[config.mk]
export PLATFORM = sky130hd
export DESIGN_NAME = pipe_hazard_ctrl
export DESIGN_NICKNAME = d
export VERILOG_FILES = /design/src/rtl/pipe_hazard_ctrl.sv
export SDC_FILE = /design/constraint.sdc
export NUM_CORES = 1
export LEC_CHECK = 0
export CORE_MARGIN = 1.5
export CORE_UTILIZATION = 50
export CTS_BUF_LIST = sky130_fd_sc_hd__clkbuf_8
export CTS_CLUSTER_SIZE = 12
export DETAILED_ROUTE_END_ITERATION = 6
export PLACE_DENSITY = 0.87
export SYNTH_ARGS = -nofsm -noshare
export SYNTH_HDL_FRONTEND = slang
export SYNTH_SLANG_ARGS = --single-unit
[constraint.sdc]
create_clock -name clk -period 8.36 [get_ports clk]
set_input_delay 1.254 -clock clk [delete_from_list [all_inputs] [get_ports clk]]
set_output_delay 1.254 -clock clk [all_outputs]
set_load 0.1 [all_outputs]
[src/rtl/pipe_hazard_ctrl.sv]
// pipe_hazard_ctrl: issue-stage hazard controller for a short in-order pipeline
// without bypassing. It holds two in-flight destination slots (EX, WB) and
// inserts NOP bubbles on read-after-write hazards. It squashes the offered
// instruction when a branch is taken and drains/halts the pipe on HALT.
//
// Ports
//   clk          : system clock, rising edge
//   rst          : asynchronous reset, active low
//   instr_in     : fetched instruction offered for issue (27 bits)
//   instr_valid  : instr_in holds a real instruction
//   branch_taken : branch/jump in execute resolved taken this cycle
//   resume       : single-cycle pulse releasing the halted state
//   instr_out    : instruction issued to the decoder, 27'd0 is the NOP bubble
//   pc_stall     : hold PC and instr_in this cycle
//   flush        : offered instruction squashed this cycle
//   halted       : pipeline drained after HALT
//   stall_cnt    : hazard-stall cycle count, saturating
//   flush_cnt    : flush cycle count, saturating
module pipe_hazard_ctrl (
   input  logic        clk,
   input  logic        rst,
   input  logic [26:0] instr_in,
   input  logic        instr_valid,
   input  logic        branch_taken,
   input  logic        resume,
   output logic [26:0] instr_out,
   output logic        pc_stall,
   output logic        flush,
   output logic        halted,
   output logic [15:0] stall_cnt,
   output logic [15:0] flush_cnt
);

   // Opcode map, instr[26:22]
   localparam logic [4:0] OpInv  = 5'b01001;
   localparam logic [4:0] OpMov  = 5'b01010;
   localparam logic [4:0] OpBeq  = 5'b01011;
   localparam logic [4:0] OpBneq = 5'b01100;
   localparam logic [4:0] OpHalt = 5'b10000;
   localparam logic [4:0] OpImm9 = 5'b11001; // hole in the immediate range
   localparam logic [4:0] OpMovi = 5'b11010;
   localparam logic [4:0] OpSys  = 5'b11111;

   typedef enum logic [1:0] {StRun, StDrain, StHalted} state_e;

   // {wen, waddr} of the register an instruction writes
   function automatic logic [3:0] dst_info(input logic [26:0] ins);
      logic [4:0] op;
      op = ins[26:22];
      dst_info = 4'd0;
      if ((op >= 5'd1) && (op <= 5'd10)) begin
         dst_info = {1'b1, ins[21:19]};
      end else if ((op >= 5'd17) && (op <= 5'd26) && (op != OpImm9)) begin
         dst_info = {1'b1, ins[21:19]};
      end else if ((op == OpSys) && !ins[20]) begin
         dst_info = {1'b1, ins[19:17]};
      end
   endfunction

   // {v1, a1, v2, a2}: up to two source registers an instruction reads
   function automatic logic [7:0] src_info(input logic [26:0] ins);
      logic [4:0] op;
      op = ins[26:22];
      src_info = 8'd0;
      if (op == OpInv) begin
         src_info = {1'b1, ins[18:16], 4'd0};
      end else if (op == OpMov) begin
         src_info = {4'd0, 1'b1, ins[2:0]};
      end else if ((op >= 5'd1) && (op <= 5'd8)) begin
         src_info = {1'b1, ins[18:16], 1'b1, ins[2:0]};
      end else if ((op >= 5'd17) && (op <= 5'd24)) begin
         src_info = {1'b1, ins[18:16], 4'd0};
      end else if ((op == OpBeq) || (op == OpBneq)) begin
         src_info = {1'b1, ins[21:19], 1'b1, ins[18:16]};
      end else if ((op == OpSys) && ins[20]) begin
         src_info = {1'b1, ins[19:17], 4'd0};
      end
   endfunction

   state_e      state_q, state_d;
   logic [1:0]  drain_q, drain_d;
   logic [3:0]  ex_q, wb_q;            // {wen, waddr}
   logic [15:0] stall_cnt_q, flush_cnt_q;
   logic        stall_inc, flush_inc;
   logic [7:0]  src;
   logic        hit1, hit2, hazard;

   assign src  = src_info(instr_in);
   assign hit1 = src[7] && ((ex_q[3] && (ex_q[2:0] == src[6:4])) ||
                            (wb_q[3] && (wb_q[2:0] == src[6:4])));
   assign hit2 = src[3] && ((ex_q[3] && (ex_q[2:0] == src[2:0])) ||
                            (wb_q[3] && (wb_q[2:0] == src[2:0])));
   assign hazard = instr_valid && (hit1 || hit2);

   always_comb begin
      instr_out = 27'd0;
      pc_stall  = 1'b0;
      flush     = 1'b0;
      stall_inc = 1'b0;
      flush_inc = 1'b0;
      state_d   = state_q;
      drain_d   = drain_q;
      unique case (state_q)
         StRun: begin
            if (branch_taken) begin
               flush     = 1'b1;
               flush_inc = 1'b1;
            end else if (!instr_valid) begin
               instr_out = 27'd0;
            end else if (hazard) begin
               pc_stall  = 1'b1;
               stall_inc = 1'b1;
            end else begin
               instr_out = instr_in;
               if (instr_in[26:22] == OpHalt) begin
                  state_d = StDrain;
                  drain_d = 2'd0;
               end
            end
         end
         StDrain: begin
            pc_stall = 1'b1;
            if (drain_q == 2'd1) begin
               state_d = StHalted;
               drain_d = 2'd0;
            end else begin
               drain_d = drain_q + 2'd1;
            end
         end
         StHalted: begin
            pc_stall = 1'b1;
            if (resume) begin
               state_d = StRun;
            end
         end
         default: begin
            state_d = StRun;
            drain_d = 2'd0;
         end
      endcase
   end

   always_ff @(posedge clk or negedge rst) begin
      if (!rst) begin
         state_q     <= StRun;
         drain_q     <= 2'd0;
         ex_q        <= 4'd0;
         wb_q        <= 4'd0;
         stall_cnt_q <= 16'd0;
         flush_cnt_q <= 16'd0;
      end else begin
         state_q <= state_d;
         drain_q <= drain_d;
         // A bubble (27'd0) decodes as a non-writer, so wen stays 0
         ex_q    <= dst_info(instr_out);
         wb_q    <= ex_q;
         if (stall_inc && (stall_cnt_q != 16'hFFFF)) begin
            stall_cnt_q <= stall_cnt_q + 16'd1;
         end
         if (flush_inc && (flush_cnt_q != 16'hFFFF)) begin
            flush_cnt_q <= flush_cnt_q + 16'd1;
         end
      end
   end

   assign halted    = (state_q == StHalted);
   assign stall_cnt = stall_cnt_q;
   assign flush_cnt = flush_cnt_q;

endmodule
Word level (Yosys, flattened, before mapping):

Cells that the tools add are included.

* $add $sub $neg: 3
* magnitude comparators: 8
* equal/unequal tests: 23
* multiplexer cells: 33
* bitwise gates (word level): 1
* reductions and logical operators: 25

Operators by type and width (number)
* 2-to-1 mux 27 bit: 4
* 2-to-1 mux 8 bit: 6
* adder 16 x 1 -> 16 bit (second input constant): 2
* inequality test 16 bit (second input constant): 2
* 2-to-1 mux 2 bit: 11
* equality test 5 x 4 -> 1 bit (second input constant): 4
* logical AND 1 bit: 16
* equality test 5 bit (second input constant): 3
* equality test 3 bit: 4
* 2-to-1 mux 4 bit: 3
* inequality test 2 bit (second input constant): 6
* one-hot mux 2 bit (3 select lines): 2
* >= comparator 5 x 1 -> 1 bit (second input constant): 2
* >= comparator 5 bit (second input constant): 2
* <= comparator 5 x 4 -> 1 bit (second input constant): 2
* <= comparator 5 bit (second input constant): 2
* 2-to-1 mux 1 bit: 6
* AND reduction 6 bit: 1
* inequality test 5 bit (second input constant): 1
* AND reduction 5 bit: 1
* equality test 2 x 1 -> 1 bit (second input constant): 2
* logical OR 1 bit: 4
* adder 2 x 1 -> 2 bit (second input constant): 1
* equality test 2 bit (second input constant): 1
* 5 further kinds: 5

* flip-flop bits (word level): 44
* input bits: 32
* output and inout bits: 62
* logic and storage cells: 99

Longest topological paths before layout:

Gate-level depths: netlist (run 1).

* depth after elaboration: 23
* gate-level depth with buffers: 10
* depth with buffers taken out: 8

Worst setup path after synthesis (run 1):

No wires, ideal clock.

* path type: input to output
* start point: input port instr_in[23]
* end point: output port pc_stall
* arrival time: 3.874 ns
* data required time: 7.106 ns
* path slack: 3.232 ns
* stages: 10
* path buffers: 2
* cells stage by stage: buf_4 > or3b_1 > a21oi_1 > a22oi_1 > xnor2_1 > or4_1 > o2111a_2 > clkbuf_1 > nor2_1 > o21ba_2

* cells in the longest elaborated chain, start to end: 18
* elaborated cells on any way between the ends: 37
* classes of those cells: 4 x order compare; 9 x eq/ne; 10 x mux; 14 x reduce/logical

Ends and longest elaborated chain
* start: declaration: RTL line 22 `input logic [26:0] instr_in,`
* equality test 5 bit: RTL line 75 `end else if ((op == OpSys) && ins[20]) begin`
* logical AND 1 bit: RTL line 75
* 2-to-1 mux 8 bit: RTL line 75
* 2-to-1 mux 8 bit: RTL line 73 `end else if ((op == OpBeq) || (op == OpBneq)) begin`
* 2-to-1 mux 8 bit: RTL line 71 `end else if ((op >= 5'd17) && (op <= 5'd24)) begin`
* 2-to-1 mux 8 bit: RTL line 69 `end else if ((op >= 5'd1) && (op <= 5'd8)) begin`
* 2-to-1 mux 8 bit: RTL line 67 `end else if (op == OpMov) begin`
* 2-to-1 mux 8 bit (*): RTL line 65 `if (op == OpInv) begin`
* (+2 left out)
* logical OR 1 bit: RTL line 89 `assign hit1 = src[7] && ((ex_q[3] && (ex_q[2:0] == src[6:4])) ||`
* logical AND 1 bit: RTL line 89
* logical OR 1 bit (*): RTL line 93 `assign hazard = instr_valid && (hit1 || hit2);`
* logical AND 1 bit (*): RTL line 93
* 2-to-1 mux 1 bit (*): RTL line 110 `end else if (hazard) begin`
* 2-to-1 mux 1 bit (*): RTL line 108 `end else if (!instr_valid) begin`
* 2-to-1 mux 1 bit (*): RTL line 105 `if (branch_taken) begin`
* one-hot mux 1 bit (2 select lines) (*): RTL line 103 `unique case (state_q)`
* end: declaration: RTL line 27 `output logic pc_stall,`

Every way passes the cells marked *; elsewhere a longest branch is shown, timed or not.

Final worst setup path (run 1):

* start point: input port instr_in[22]
* end point: output port pc_stall

Same word-level chain as after synthesis.

==> run_results.csv, run 1 <==
group,metric,value,unit
outcome,status,"finished clean",
grt,grt_pass1_vias,2336,
detailed_routing,vias,2523,
logic_synthesis,yosys_warnings,0,
clocking,cts_buffer_depth,2,
final_layout,final_cells,453,
worst_setup_path,cp-start-kind,"input pin",
sta,max_freq,0.148,GHz
place,port_buffers,93,
detailed_routing,ant_nets,0,
logic_synthesis,yosys.area.top_type,"dfrtp_1",
worst_setup_path,worstPathArrival,5.52,ns
sta,max_slew.worst_pin.slew,0.986,ns
sta,rsz0062_at_grt,"no",
sta,fin_crit,6.78,ns
logic_synthesis,syn_nets,334,
place,post-place-ws,1.62,ns
pwr,p_leak,1.73,nW
sta,fin_skew,0.00652,ns
pwr,ir_worst_vdd,0.426,mV
floorplan,start_util,0.514,
place,place_area,3740,um2
floorplan,coreArea,5440,um2
worst_setup_path,required,7.11,ns
sta,slew_headroom,0.341,
final_layout,final_nets,418,
final_layout,multiInputGateArea,1590,um2
grt,antenna_found_initial,0,
sta,finalSetupViolCount,0,
place,dp_cells,445,
logic_synthesis,synthFlopType,"dfrtp_1",
final_layout,diodes,0,
detailed_routing,drt_drc_violations_left,0,
floorplan,dieHeight,77.8,um
final_layout,area_growth,36.9,%
final_layout,post-route-util,0.704,
worst_setup_path,path_class,"input pin to output port",
floorplan,rows,27,
worst_setup_path,end_kind,"output port",
floorplan,dieArea,6050,um2
grt,grt_max_degree,45,
worst_setup_path,crit_chain,"clkdlybuf4s50_1 -> or3b_1 -> a21oi_1 -> a22oi_1 -> xnor2_1 -> or4_1 -> o2111a_2 -> nor2_1 -> o21ba_2 -> clkdlybuf4s50_1",
final_layout,regArea,1100,um2
logic_synthesis,synth-edff-count,0,
logic_synthesis,synth-async-reset-ratio,1.00,
sta,drv_slew,0,
pwr,p_total,916,uW
clocking,cts_tree,"yes",
place,gp_congestion,0.936,
final_layout,final_layout_size_suffix_gt1_frac,0.0630,
clocking,cts_root_buffer,"clkbuf_8",
logic_synthesis,syn_avg_cell_area,9.45,um2
worst_setup_path,slowest_stage,"clkdlybuf4s50_1",
sta,whs,0.411,ns
logic_synthesis,synth_area_leaders,"dfrtp_1, and3_1, xor2_1",
logic_synthesis,synth_cell_type_count,52,
detailed_routing,wl_per_cell,14.6,um
sta,period_share,0.811,
pwr,powerDensity,239,nW/um2
clocking,cts_resized,0,
logic_synthesis,syn_area,2800,um2
logic_synthesis,synth_top_area_share,0.394,
worst_setup_path,max_stage_delay,1.12,ns
worst_setup_path,r2r_cells,8,
clocking,clk_pin_slew,0.08,ns
detailed_routing,avgViaCountPerCell,5.57,
sta,timing.final.ws_setup,1.58,ns
detailed_routing,dr.pass1.iters,4,
grt,grt_pass1_wl,11.0,mm
sta,fin_setup_tns,0,ns
logic_synthesis,syn_inst,296,
worst_setup_path,critPathMaxFanout,44,
clocking,hold_buffers,0,
grt,grt-ovfl-total,0,
detailed_routing,routed_wl,6.63,mm
floorplan,pin_count,94,
final_layout,fin_area,3830,um2
logic_synthesis,ys_ff_latch,44,
floorplan,die_w,77.8,um
clocking,cts-htree-levels,2,
min_path,hold_depth,0,
clocking,cts_setup_buffers,0,
grt,grtUsageTotal,0.225,
final_layout,fillers,437,
worst_setup_path,crit_path_frequent_cell,"clkdlybuf4s50_1",
min_path,min_path_type,"flop to flop",
flow_run,maxCapViolCount,0,
sta,hold_viol,0,
clocking,cts_made_buffers,5,
detailed_routing,drt_iter0_drc,122,
clocking,clk_latency,0.29,ns
place,dpl.hpwl,4.92,mm
logic_synthesis,yosysSeqAreaShare,0.394,
clocking,cts_sinks,44,
## critical path: cells and delay by family
kind / cells / cell delay [ns]
buf+inv: 2 / 1.78
simple gates: 3 / 1.23
compound gates: 4 / 1.07
xor+xnor: 1 / 0.17
## registers in the layout, summed over array words and instances (netlist names)
register,flops
flush_cnt,16
state_q,2
ex_q,4
stall_cnt,16
wb_q,4
drain_q,2
## synthesized netlist by cell type (2+ instances only)
library cell and number:
nand4_1 13, nand2b_1 5, xnor2_1 18, nand2_1 21, ha_1 6, a211o_1 4
a32o_1 3, and2_0 2, nor4_2 2, o21a_1 2, and2_1 4, a222oi_1 2
o41ai_1 2, mux2_2 5, xor2_1 23, a21oi_1 6, buf_4 3, dfrtp_1 44
nor2b_1 5, a31oi_1 5, nand3_1 9, clkbuf_1 11, nor3_1 11, and3_1 34
or4_1 2, inv_1 10, a22oi_1 3, and4_1 2, a211oi_1 2, nor2_1 14
o31ai_1 2
## kinds of logic after synthesis
family	Yosys count	share of synthesized area
AOI/OAI and AO/OA	40	0.111
adders and majority gates	6	0.0268
muxes	6	0.0255
buffers and inverters	26	0.0394
DFF	44	0.394
xor gates and xnor gates	41	0.128
and+or+nand+nor	133	0.276
## final cells by class
cell class                 instances  share of cell area
clock buffer                       5              0.0180
clock inverter                     3             0.00490
multi-input combinational        226               0.414
tap                               72              0.0235
inverter                          10             0.00981
sequential                        44               0.288
timing repair buffer              93               0.242
## cell usage in the layout (no fill, tap or decap), types with 2 or more instances in the layout
cell type / instances
a211o_1: 4
a211oi_1: 2
a21oi_1: 6
a222oi_1: 2
a22oi_1: 3
a31oi_1: 5
a32o_1: 3
and2_0: 2
and2_1: 4
and3_1: 34
and4_1: 2
clkbuf_8: 5
clkdlybuf4s50_1: 92
clkinv_2: 2
dfrtp_1: 44
ha_1: 6
inv_1: 10
mux2_2: 5
nand2_1: 21
nand2b_1: 5
nand3_1: 9
nand4_1: 13
nor2_1: 14
nor2b_1: 5
nor3_1: 11
nor4_2: 2
o21a_1: 2
o31ai_1: 2
o41ai_1: 2
or4_1: 2
xnor2_1: 18
xor2_1: 23
## per-layer routing
metal  vias to the layer above  share of wire  global-route usage
met5                         -              0                   0
met4                         0         0.0075              0.0582
met3                         5          0.065              0.0435
met2                        78           0.48               0.374
met1                      1204           0.45               0.299
li1                       1236              -                   -
## final timing paths
| kind | startpoint | to | slack, ns |
|---|---|---|---|
| setup reg to reg | wb_q[2] | stall_cnt[1] | 5.69 |
| min in group asynchronous | rst | flush_cnt[8] | 1.09 |
| max in group asynchronous | rst | ex_q[2] | 6.71 |
| hold / removal | ex_q[3] | wb_q[3] | 0.41 |
| hold reg to reg | ex_q[3] | wb_q[3] | 0.41 |
| setup / recovery | instr_in[22] | pc_stall | 1.58 |
## power by group
part / total [mW] / switching, mW / internal, mW
Combinational: 0.515 / 0.373 / 0.142
Clock: 0.128 / 0.0693 / 0.0582
Sequential: 0.273 / 0.0333 / 0.240
(Power assumes the default switching activity.)
==> inputs of run 2 (changes only) <==
CORE_UTILIZATION = 47   (was 50)
PLACE_DENSITY = 0.82   (was 0.87)
clock period = 6.85 ns   (was 8.36 ns; I/O delays follow)
==> run 2 against run 1 <==
Compared with the run above: sequential power increased by 22%; clock skew is 0.0016 ns higher; sequential share of layout area is 0.47 points higher; worst hold slack gained 0.015 ns; via count increased by 1.5%; total power grew 24%; highest routed layer unchanged.
==> run_results.csv, run 2 (synthesis results as in run 1) <==
group,metric,value,unit
sta,max_slew.worst_pin.slew,1.00,ns
grt,grt_pass1_vias,2355,
pwr,p_total,1.13,mW
grt,antenna_found_initial,0,
clocking,cts-htree-levels,2,
pwr,power_frac_comb,0.552,
grt,grt_max_degree,45,
pwr,p_sw,582,uW
floorplan,start_util,0.499,
sta,finalSetupViolCount,0,
detailed_routing,wl_per_cell,15.2,um
pwr,seqPwrFrac,0.295,
sta,max_freq,0.182,GHz
detailed_routing,ant_nets,0,
pwr,clkPwrFrac,0.153,
final_layout,post-route-util,0.672,
worst_setup_path,required,5.82,ns
final_layout,area_growth,34.7,%
sta,fin_skew,0.00816,ns
worst_setup_path,path_class,"input pin to output port",
clocking,cts_resized,0,
final_layout,multiInputGateArea,1590,um2
grt,grt_pass1_wl,11.3,mm
final_layout,fin_area,3770,um2
sta,hold_viol,0,
detailed_routing,drt_iter0_drc,179,
worst_setup_path,critPathMaxFanout,44,
final_layout,final_nets,418,
detailed_routing,drt_drc_violations_left,0,
clocking,clk_latency,0.30,ns
detailed_routing,routed_wl,6.88,mm
clocking,cts_made_buffers,5,
final_layout,final_layout_size_suffix_gt1_frac,0.134,
final_layout,final_cell_mix,"clkdlybuf4s50_1, dfrtp_1, and3_1",
floorplan,die_w,80.1,um
sta,rsz0062_at_grt,"no",
clocking,cts_sinks,44,
clocking,clk_pin_slew,0.08,ns
clocking,cts_tree,"yes",
detailed_routing,vias,2561,
worst_setup_path,worstPathArrival,4.47,ns
sta,fin_crit,5.50,ns
final_layout,regArea,1100,um2
min_path,min_path_type,"flop to flop",
place,dpl.hpwl,5.00,mm
clocking,hold_buffers,0,
final_layout,fillers,473,
floorplan,dieHeight,80.1,um
place,port_buffers,93,
outcome,status,"finished clean",
grt,grtUsageTotal,0.225,
place,place_area,3670,um2
floorplan,coreArea,5610,um2
pwr,p_leak,1.78,nW
pwr,switching_share,0.515,
sta,whs,0.426,ns
detailed_routing,dr.pass1.iters,5,
floorplan,rows,27,
final_layout,final_common_cell,"clkdlybuf4s50_1",
pwr,ir_worst_vdd,0.547,mV
clocking,cts_root_buffer,"clkbuf_8",
worst_setup_path,cp-start-kind,"input pin",
clocking,cts_setup_buffers,0,
flow_run,maxCapViolCount,0,
sta,period_share,0.803,
pwr,powerDensity,300,nW/um2
clocking,cts_buffer_depth,2,
sta,fin_setup_tns,0,ns
floorplan,dieArea,6420,um2
grt,grt-ovfl-total,0,
sta,slew_headroom,0.332,
pwr,p_int,549,uW
worst_setup_path,end_kind,"output port",
detailed_routing,avgViaCountPerCell,5.67,
final_layout,diodes,0,
floorplan,pin_count,94,
place,gp_congestion,0.922,
sta,drv_slew,0,
-- run 2: changes by cell type in the layout (fill, tap and decap cells not counted) --
cell / delta
buf_4: +28
clkbuf_8: +2
clkdlybuf4s50_1: -28
clkinv_2: -2
clkinv_4: -1
-- run 2: per-layer routing --
layer | global-route usage | share of wire
met1 | 0.305 | 0.45
met2 | 0.361 | 0.49
met3 | 0.0398 | 0.050
met4 | 0.0759 | 0.015
met5 | 0 | 0
-- run 2: final timing paths --
check                             startpoint           end  slack [ns]  cells after the start
max in group asynchronous                rst       wb_q[2]        5.40                      1
worst max-delay path            instr_in[22]      pc_stall        1.35                     10
min in group asynchronous                rst  flush_cnt[9]        0.87                      1
worst max register to register       wb_q[2]  stall_cnt[1]        4.23                      8
worst min-delay path                 ex_q[3]       wb_q[3]        0.43                      0
worst min register to register       ex_q[3]       wb_q[3]        0.43                      0
-- run 2: cell type report --
type,count,share of cell area
Multi-Input combinational cell,226,0.421
Sequential cell,44,0.292
Timing Repair Buffer,93,0.227
Clock buffer,7,0.0256
Tap cell,72,0.0239
Inverter,10,0.00997
-- run 2: power groups by stage --
stage / clock, mW / combinational (mW) / sequential (mW)
after global routing: 0.190 / 0.652 / 0.339
after detailed placement: 0 / 0.625 / 0.337
after CTS: 0.176 / 0.627 / 0.333
final: 0.174 / 0.624 / 0.334
after global placement: 0 / 0.616 / 0.337
after floorplan: 0 / 0.341 / 0.478
-- run 2: through the flow --
| stage | setup WS, ns | instances |
|---|---|---|
| floorplan | 2.18 | 296 |
| global placement | 1.50 | 445 |
| detailed placement | 1.40 | 445 |
| CTS | 1.39 | 452 |
| global route | 1.15 | 452 |
| finish | 1.35 | 452 |
-- run 2: critical path, stage by stage --
cell,delay [ns]
clkdlybuf4s50_1,0.65
or3b_1,0.53
a21oi_1,0.37
a22oi_1,0.21
xnor2_1,0.16
or4_1,0.52
o2111a_2,0.38
nor2_1,0.19
o21ba_2,0.14
buf_4,0.28
